## config.mk

```make
export PLATFORM = sky130hd
export DESIGN_NAME = router_1xn_fifo_flat
export DESIGN_NICKNAME = d
export VERILOG_FILES = /design/src/rtl/router_1xn_fifo_if.sv /design/src/rtl/router_1xn_fifo.sv /design/src/flat_wrapper.sv
export SDC_FILE = /design/constraint.sdc
export NUM_CORES = 1
export LEC_CHECK = 0
export BUFFER_PORTS_ARGS = -buffer_cell sky130_fd_sc_hd__buf_2
export CAP_MARGIN = 10
export CORE_ASPECT_RATIO = 0.9
export CORE_MARGIN = 1
export CORE_UTILIZATION = 30
export CTS_BUF_LIST = sky130_fd_sc_hd__clkbuf_8 sky130_fd_sc_hd__clkbuf_16
export CTS_CLUSTER_DIAMETER = 60
export DETAILED_ROUTE_END_ITERATION = 7
export PLACE_DENSITY = 0.45
export REMOVE_ABC_BUFFERS = 1
export SYNTH_ARGS = -nofsm -noshare
export SYNTH_HDL_FRONTEND = slang
export SYNTH_SLANG_ARGS = --single-unit
```

## constraint.sdc

```tcl
create_clock -name clk_i -period 5.61 [get_ports clk_i]
set_input_delay 0.2805 -clock clk_i [delete_from_list [all_inputs] [get_ports clk_i]]
set_output_delay 0.2805 -clock clk_i [all_outputs]
set_load 0.02 [all_outputs]
```

## src/rtl/router_1xn_fifo_if.sv

```systemverilog
// Packet-source and consumer-side signal bundle of the 1xN router.
// The router takes the slave modport; the source/consumers drive the master side.
interface router_1xn_fifo_if #(
  parameter int DW  = 8,
  parameter int NCH = 3
);
  logic              pkt_valid;
  logic [DW-1:0]     data_in;
  logic              busy;
  logic [NCH-1:0]    read_enb;
  logic [NCH*DW-1:0] data_out;
  logic [NCH-1:0]    vld_out;
  logic              err;
  logic              drop;
  logic [DW-1:0]     parity_calc;

  modport master (
    output pkt_valid, data_in, read_enb,
    input  busy, data_out, vld_out, err, drop, parity_calc
  );

  modport slave (
    input  pkt_valid, data_in, read_enb,
    output busy, data_out, vld_out, err, drop, parity_calc
  );
endinterface

```

## src/rtl/router_1xn_fifo.sv

```systemverilog
// 1-to-NCH packet router with per-channel FIFOs and atomic packet commit.
// Words become readable only after the trailing parity word matches; otherwise they are rolled back.
module router_1xn_fifo #(
  parameter int DW     = 8,
  parameter int NCH    = 3,
  parameter int DEPTH  = 16,
  parameter int DEST_W = $clog2(NCH)
) (
  input  logic             clk_i,
  input  logic             resetn_i,
  router_1xn_fifo_if.slave bus
);
  localparam int AW = $clog2(DEPTH);
  // One extra wrap bit lets a full FIFO be told apart from an empty one.
  localparam int PW = AW + 1;

  typedef enum logic [1:0] {IDLE, LOAD, DROP} state_e;

  state_e            state_q, state_d;
  logic [DEST_W-1:0] dest_q, dest_d;
  logic [DW-1:0]     parity_q, parity_d;
  logic              err_q, err_d;
  logic              drop_q, drop_d;
  logic              dropLate_q, dropLate_d;

  logic [PW-1:0]     wrPtr_q     [NCH];
  logic [PW-1:0]     wrPtr_d     [NCH];
  logic [PW-1:0]     commitPtr_q [NCH];
  logic [PW-1:0]     commitPtr_d [NCH];
  logic [PW-1:0]     rdPtr_q     [NCH];
  logic [PW-1:0]     rdPtr_d     [NCH];
  logic [DW-1:0]     mem_q       [NCH][DEPTH];

  logic [NCH-1:0]    chFull;
  logic [NCH-1:0]    chOversize;
  logic [NCH-1:0]    chVld;
  logic [DEST_W-1:0] destIn;
  logic [DEST_W-1:0] wrCh;
  logic              destBad;
  logic              busy;
  logic              wrEn;
  logic              commitEn;
  logic              rollbackEn;

  assign destIn  = bus.data_in[DEST_W-1:0];
  assign destBad = int'(destIn) >= NCH;

  always_comb begin
    for (int i = 0; i < NCH; i++) begin
      chFull[i]     = (wrPtr_q[i] - rdPtr_q[i]) == PW'(DEPTH);
      chOversize[i] = (wrPtr_q[i] - commitPtr_q[i]) == PW'(DEPTH);
      chVld[i]      = commitPtr_q[i] != rdPtr_q[i];
    end
  end

  always_comb begin
    state_d    = state_q;
    dest_d     = dest_q;
    parity_d   = parity_q;
    err_d      = 1'b0;
    drop_d     = 1'b0;
    dropLate_d = dropLate_q;
    busy       = 1'b0;
    wrEn       = 1'b0;
    commitEn   = 1'b0;
    rollbackEn = 1'b0;
    wrCh       = dest_q;
    case (state_q)
      IDLE: begin
        wrCh = destIn;
        if (bus.pkt_valid) begin
          if (destBad) begin
            state_d    = DROP;
            dropLate_d = 1'b1;
          end else if (chFull[destIn]) begin
            busy = 1'b1;
          end else begin
            wrEn     = 1'b1;
            parity_d = bus.data_in;
            dest_d   = destIn;
            state_d  = LOAD;
          end
        end
      end
      LOAD: begin
        if (bus.pkt_valid) begin
          if (!chFull[dest_q]) begin
            wrEn     = 1'b1;
            parity_d = parity_q ^ bus.data_in;
          end else begin
            busy = 1'b1;
            // The packet alone fills the FIFO, so it can never be committed.
            if (chOversize[dest_q]) begin
              rollbackEn = 1'b1;
              drop_d     = 1'b1;
              dropLate_d = 1'b0;
              state_d    = DROP;
            end
          end
        end else begin
          if (bus.data_in == parity_q) begin
            commitEn = 1'b1;
          end else begin
            rollbackEn = 1'b1;
            err_d      = 1'b1;
          end
          state_d = IDLE;
        end
      end
      DROP: begin
        if (!bus.pkt_valid) begin
          drop_d     = dropLate_q;
          dropLate_d = 1'b0;
          state_d    = IDLE;
        end
      end
      default: state_d = IDLE;
    endcase
  end

  always_comb begin
    for (int i = 0; i < NCH; i++) begin
      wrPtr_d[i]     = wrPtr_q[i];
      commitPtr_d[i] = commitPtr_q[i];
      rdPtr_d[i]     = rdPtr_q[i];
      if (rollbackEn && dest_q == DEST_W'(i)) begin
        wrPtr_d[i] = commitPtr_q[i];
      end else if (wrEn && wrCh == DEST_W'(i)) begin
        wrPtr_d[i] = wrPtr_q[i] + PW'(1);
      end
      if (commitEn && dest_q == DEST_W'(i)) begin
        commitPtr_d[i] = wrPtr_q[i];
      end
      if (bus.read_enb[i] && chVld[i]) begin
        rdPtr_d[i] = rdPtr_q[i] + PW'(1);
      end
    end
  end

  always_ff @(posedge clk_i) begin
    if (!resetn_i) begin
      state_q    <= IDLE;
      dest_q     <= '0;
      parity_q   <= '0;
      err_q      <= 1'b0;
      drop_q     <= 1'b0;
      dropLate_q <= 1'b0;
      for (int i = 0; i < NCH; i++) begin
        wrPtr_q[i]     <= '0;
        commitPtr_q[i] <= '0;
        rdPtr_q[i]     <= '0;
      end
    end else begin
      state_q    <= state_d;
      dest_q     <= dest_d;
      parity_q   <= parity_d;
      err_q      <= err_d;
      drop_q     <= drop_d;
      dropLate_q <= dropLate_d;
      for (int i = 0; i < NCH; i++) begin
        wrPtr_q[i]     <= wrPtr_d[i];
        commitPtr_q[i] <= commitPtr_d[i];
        rdPtr_q[i]     <= rdPtr_d[i];
      end
    end
  end

  always_ff @(posedge clk_i) begin
    if (wrEn) begin
      mem_q[wrCh][wrPtr_q[wrCh][AW-1:0]] <= bus.data_in;
    end
  end

  for (genvar g = 0; g < NCH; g++) begin : gOut
    assign bus.data_out[g*DW +: DW] = mem_q[g][rdPtr_q[g][AW-1:0]];
  end

  assign bus.busy        = busy;
  assign bus.vld_out     = chVld;
  assign bus.err         = err_q;
  assign bus.drop        = drop_q;
  assign bus.parity_calc = parity_q;
endmodule

```

## src/flat_wrapper.sv

```systemverilog
// flat-port wrapper written by rule: the top's interface ports become plain ports
module router_1xn_fifo_flat 
#(
  parameter int DW     = 8,
  parameter int NCH    = 3,
  parameter int DEPTH  = 16,
  parameter int DEST_W = $clog2(NCH)
)
  (clk_i, resetn_i, bus_pkt_valid, bus_data_in, bus_read_enb, bus_busy, bus_data_out, bus_vld_out, bus_err, bus_drop, bus_parity_calc);
  router_1xn_fifo_if #(.DW(DW), .NCH(NCH)) bus_i ();
  input  logic clk_i;
  input  logic resetn_i;
  input wire logic [$bits(bus_i.pkt_valid)-1:0] bus_pkt_valid;
  input wire logic [$bits(bus_i.data_in)-1:0] bus_data_in;
  input wire logic [$bits(bus_i.read_enb)-1:0] bus_read_enb;
  output wire logic [$bits(bus_i.busy)-1:0] bus_busy;
  output wire logic [$bits(bus_i.data_out)-1:0] bus_data_out;
  output wire logic [$bits(bus_i.vld_out)-1:0] bus_vld_out;
  output wire logic [$bits(bus_i.err)-1:0] bus_err;
  output wire logic [$bits(bus_i.drop)-1:0] bus_drop;
  output wire logic [$bits(bus_i.parity_calc)-1:0] bus_parity_calc;
  assign bus_i.pkt_valid = bus_pkt_valid;
  assign bus_i.data_in = bus_data_in;
  assign bus_i.read_enb = bus_read_enb;
  assign bus_busy = bus_i.busy;
  assign bus_data_out = bus_i.data_out;
  assign bus_vld_out = bus_i.vld_out;
  assign bus_err = bus_i.err;
  assign bus_drop = bus_i.drop;
  assign bus_parity_calc = bus_i.parity_calc;
  router_1xn_fifo #(.DW(DW), .NCH(NCH), .DEPTH(DEPTH), .DEST_W(DEST_W)) u_core (.clk_i(clk_i), .resetn_i(resetn_i), .bus(bus_i));
endmodule
```

==> impl_metrics.env <==
export IMPL_status="finished clean"
export IMPL_synth_cell_types=68
export IMPL_core_area_sq_um=62600
export IMPL_synth_xor_area_share_pct=2.67
export IMPL_netlist_instances=1122
export IMPL_crit_buf_inv=0
export IMPL_synth_warning_count=0
export IMPL_cts_tree="built"
export IMPL_hold_path_class="in -> reg"
export IMPL_cts_root_buf="clkbuf_16"
export IMPL_leakagePower_uw=0.00715
export IMPL_cp_top_family="simple AND/OR/NAND/NOR gates"
export IMPL_tightest_slew_ps=1030
export IMPL_grt_setup_unrepaired="false"
export IMPL_grt_pass1_wl_microns=72900
export IMPL_synth_enable_flop_cells=384
export IMPL_finalMaxSlewViolations=0
export IMPL_cpPeakStageDelay_ps=930
export IMPL_cts_clk_slew_worst_paths_ps=60
export IMPL_grt_ovfl_total=0
export IMPL_avgSynthCellArea_sq_um=16.9
export IMPL_route_detailed_drc=0
export IMPL_synth_compound_area_share_pct=3.71
export IMPL_synthAdderAreaFrac_pct=2.24
export IMPL_place_hpwl_microns=30800
export IMPL_synth_async_reset_ratio_pct=0
export IMPL_endpoint_kind="flip-flop"
export IMPL_dieArea_sq_um=64200
export IMPL_clock_latency_ps=600
export IMPL_yosys_register_bits=444
export IMPL_die_x_microns=267
export IMPL_drtPass1Iterations=5
export IMPL_critical_path_arrival_ps=4430
export IMPL_drt_first_iter_violations=794
export IMPL_power_density_nw_per_um2=327
export IMPL_fin_nets=1252
export IMPL_clkSinkCount=444
export IMPL_io_pins=52
export IMPL_p_total_uw=7170
export IMPL_drive_gt1_share_pct=23.9
export IMPL_max_freq_mhz=237
export IMPL_skew_ps=26.3
export IMPL_ys_seq_area_share_pct=67.1
export IMPL_path_max_fanout=14
export IMPL_post_route_min_period_ps=4220
export IMPL_finalSetupTns_ps=0
export IMPL_ctsHoldBuffers=0
export IMPL_rows=87
export IMPL_grt_pass1_vias=10700
export IMPL_critical_path_class="reg -> reg"
export IMPL_crit_slowest_cell="nor2_1"
export IMPL_start_kind="flip-flop"
export IMPL_muxShareOfSynthArea_pct=15.3
export IMPL_postRouteAntennaNets=0
export IMPL_ir_worst_vdd_mv=0.203
export IMPL_globalplace_congestion=0.763
export IMPL_hold_viol=0
export IMPL_synth_top_flop_cell="edfxtp_1"
export IMPL_numCtsBuffers=50
export IMPL_die_h_microns=241
export IMPL_syn_to_final_growth_pct=15.5
export IMPL_worstPathRequired_ps=5820
export IMPL_htreeDepth=2
export IMPL_synth_top_family_by_area="multiplexers"
export IMPL_track_usage_pct=15.6
export IMPL_crit_path_cell_trace="ha_1 > and3b_1 > o211a_1 > o2111ai_1 > o211ai_1 > or2_1 > a211o_1 > nor2_1"
export IMPL_setup_viol=0
export IMPL_grt_max_degree=52
export IMPL_wl_microns=48900
export IMPL_cts_resized=0
export IMPL_via_per_inst=4.87
export IMPL_wl_per_cell_microns=23.4
export IMPL_antenna_found_initial=1
export IMPL_post_cts_setup_buffers=0
export IMPL_port_buffers=51
export IMPL_dr_total_vias=10200
export IMPL_synth_area_sq_um=19000
export IMPL_maxCapViolations=0
export IMPL_fill_cells=5953
export IMPL_synth_simple_area_share_pct=7.04
export IMPL_fin_crit_sh_pct=75.3
export IMPL_clockBufferDepth=3
export IMPL_slew_headroom_pct=31.0
export IMPL_start_util_pct=30.3
## placed cells by master, fill, tap and decap left out, types with 4 or more instances in the layout
| master | n |
|---|---|
| nor2_1 | 94 |
| nor2b_1 | 17 |
| nand4_1 | 11 |
| nand3b_1 | 6 |
| xnor2_1 | 24 |
| clkbuf_16 | 50 |
| nand4b_1 | 11 |
| nor3_1 | 12 |
| nand3_1 | 27 |
| a21oi_1 | 24 |
| a21o_1 | 4 |
| clkinv_2 | 9 |
| o211ai_1 | 12 |
| mux4_2 | 120 |
| nand2_1 | 41 |
| or3_1 | 11 |
| nand2b_1 | 6 |
| o21ai_0 | 4 |
| xor2_1 | 23 |
| nor4_1 | 5 |
| mux2i_1 | 17 |
| buf_4 | 38 |
| o2111ai_1 | 5 |
| edfxtp_1 | 384 |
| clkinv_1 | 13 |
| and3_1 | 4 |
| ha_1 | 34 |
| buf_2 | 51 |
| inv_1 | 44 |
| dfxtp_1 | 56 |
| and2_1 | 5 |
| dfxtp_2 | 4 |
| o221ai_1 | 9 |
## synthesized netlist by cell type (4+ instances only)
cell type | count | area (sq um)
a21oi_1 | 24 | 120
mux4_2 | 120 | 2700
nor2b_1 | 17 | 106
nor2_1 | 94 | 353
mux2i_1 | 17 | 170
xnor2_1 | 24 | 210
o21ai_0 | 4 | 20.0
clkbuf_1 | 43 | 161
buf_1 | 13 | 48.8
edfxtp_1 | 384 | 11500
xor2_1 | 23 | 201
and3_1 | 4 | 25.0
nor3_1 | 12 | 60.1
nand4_1 | 11 | 68.8
nand2b_1 | 6 | 37.5
nand2_1 | 41 | 154
o221ai_1 | 9 | 78.8
nand4b_1 | 11 | 96.3
o211ai_1 | 12 | 90.1
o2111ai_1 | 5 | 43.8
and2_1 | 5 | 31.3
inv_1 | 34 | 128
nand3b_1 | 6 | 45.0
a21o_1 | 4 | 30.0
nand3_1 | 27 | 135
or3_1 | 11 | 68.8
dfxtp_1 | 60 | 1200
nor4_1 | 5 | 31.3
ha_1 | 34 | 425
## power by group
| group | internal, uW | leakage (uW) | switching, uW |
|---|---|---|---|
| combinational | 118 | 0.00241 | 280 |
| sequential | 3630 | 0.00394 | 35.2 |
| clock | 1750 | 0.000799 | 1350 |
| total | 5500 | 0.00715 | 1670 |
## metal layers
layer	GRT usage, %	wire length, microns	up-vias
met2	23.8	22000	176
li1	-	-	4631
met4	4.09	993	0
met5	0	0	-
met1	22.9	24200	5315
met3	2.47	1810	76
## kinds of logic (layout without fill, tap and decap cells)
kind of cell,Yosys count,after routing
AOI/OAI and AO/OA,93,93
xor gates and xnor gates,51,51
adders and majority gates,34,34
buffers and inverters,96,219
DFF,444,444
muxes,139,139
other,0,2
and+or+nand+nor,265,265
## registers in the layout (all words and copies together), names as in the netlist
signal and cells:
u_core.bus.parity_calc 8, u_core.mem_q 384, u_core.bus.err 1, u_core.dropLate_q 1
u_core.commitPtr_q 15, u_core.wrPtr_q 15, u_core.state_q 2, u_core.dest_q 2
u_core.bus.drop 1, u_core.rdPtr_q 15
## cell type report
class	instances	area [sq um]	share of cell area, %
tap	845	1060	4.83
timing repair buffer	89	541	2.47
clock inverter	40	262	1.19
clock buffer	53	1290	5.90
multi-input combinational	582	5870	26.8
sequential	444	12700	58.2
inverter	37	139	0.634
antenna	2	5.00	0.0229
## final timing paths
path	from	end	slack, ps	cells past startpoint
hold / removal	bus_data_in[2]	u_core.mem_q[0][106]	150	1
setup / recovery	u_core.wrPtr_q[2][2]	u_core.mem_q[1][5]	1390	8
hold reg to reg	u_core.dropLate_q	u_core.dropLate_q	530	2
setup reg to reg	u_core.wrPtr_q[2][2]	u_core.mem_q[1][5]	1390	8
## worst register-to-register path, cell delays in order (launching register included)
cell       delay (ps)
dfxtp_1           550
ha_1              350
and3b_1           210
o211a_1           240
o2111ai_1         310
o211ai_1          250
or2_1             330
a211o_1           670
nor2_1            940
## metrics by stage
stage / area, sq um / hold slack (ps) / std cells / utilization (%) / worst slack, ps
after CTS: 21900 / 110 / 2090 / 35.0 / 1360
after floorplan: 18700 / 379 / 1063 / - / 1310
final: 21900 / 146 / 2092 / 35.0 / 1390
after global placement: 20300 / 504 / 1997 / 32.5 / 1520
after global routing: 21900 / 134 / 2090 / 35.0 / 1130
after detailed placement: 20300 / 517 / 1997 / 32.5 / 1370
Power figures use the tool's default switching activity.
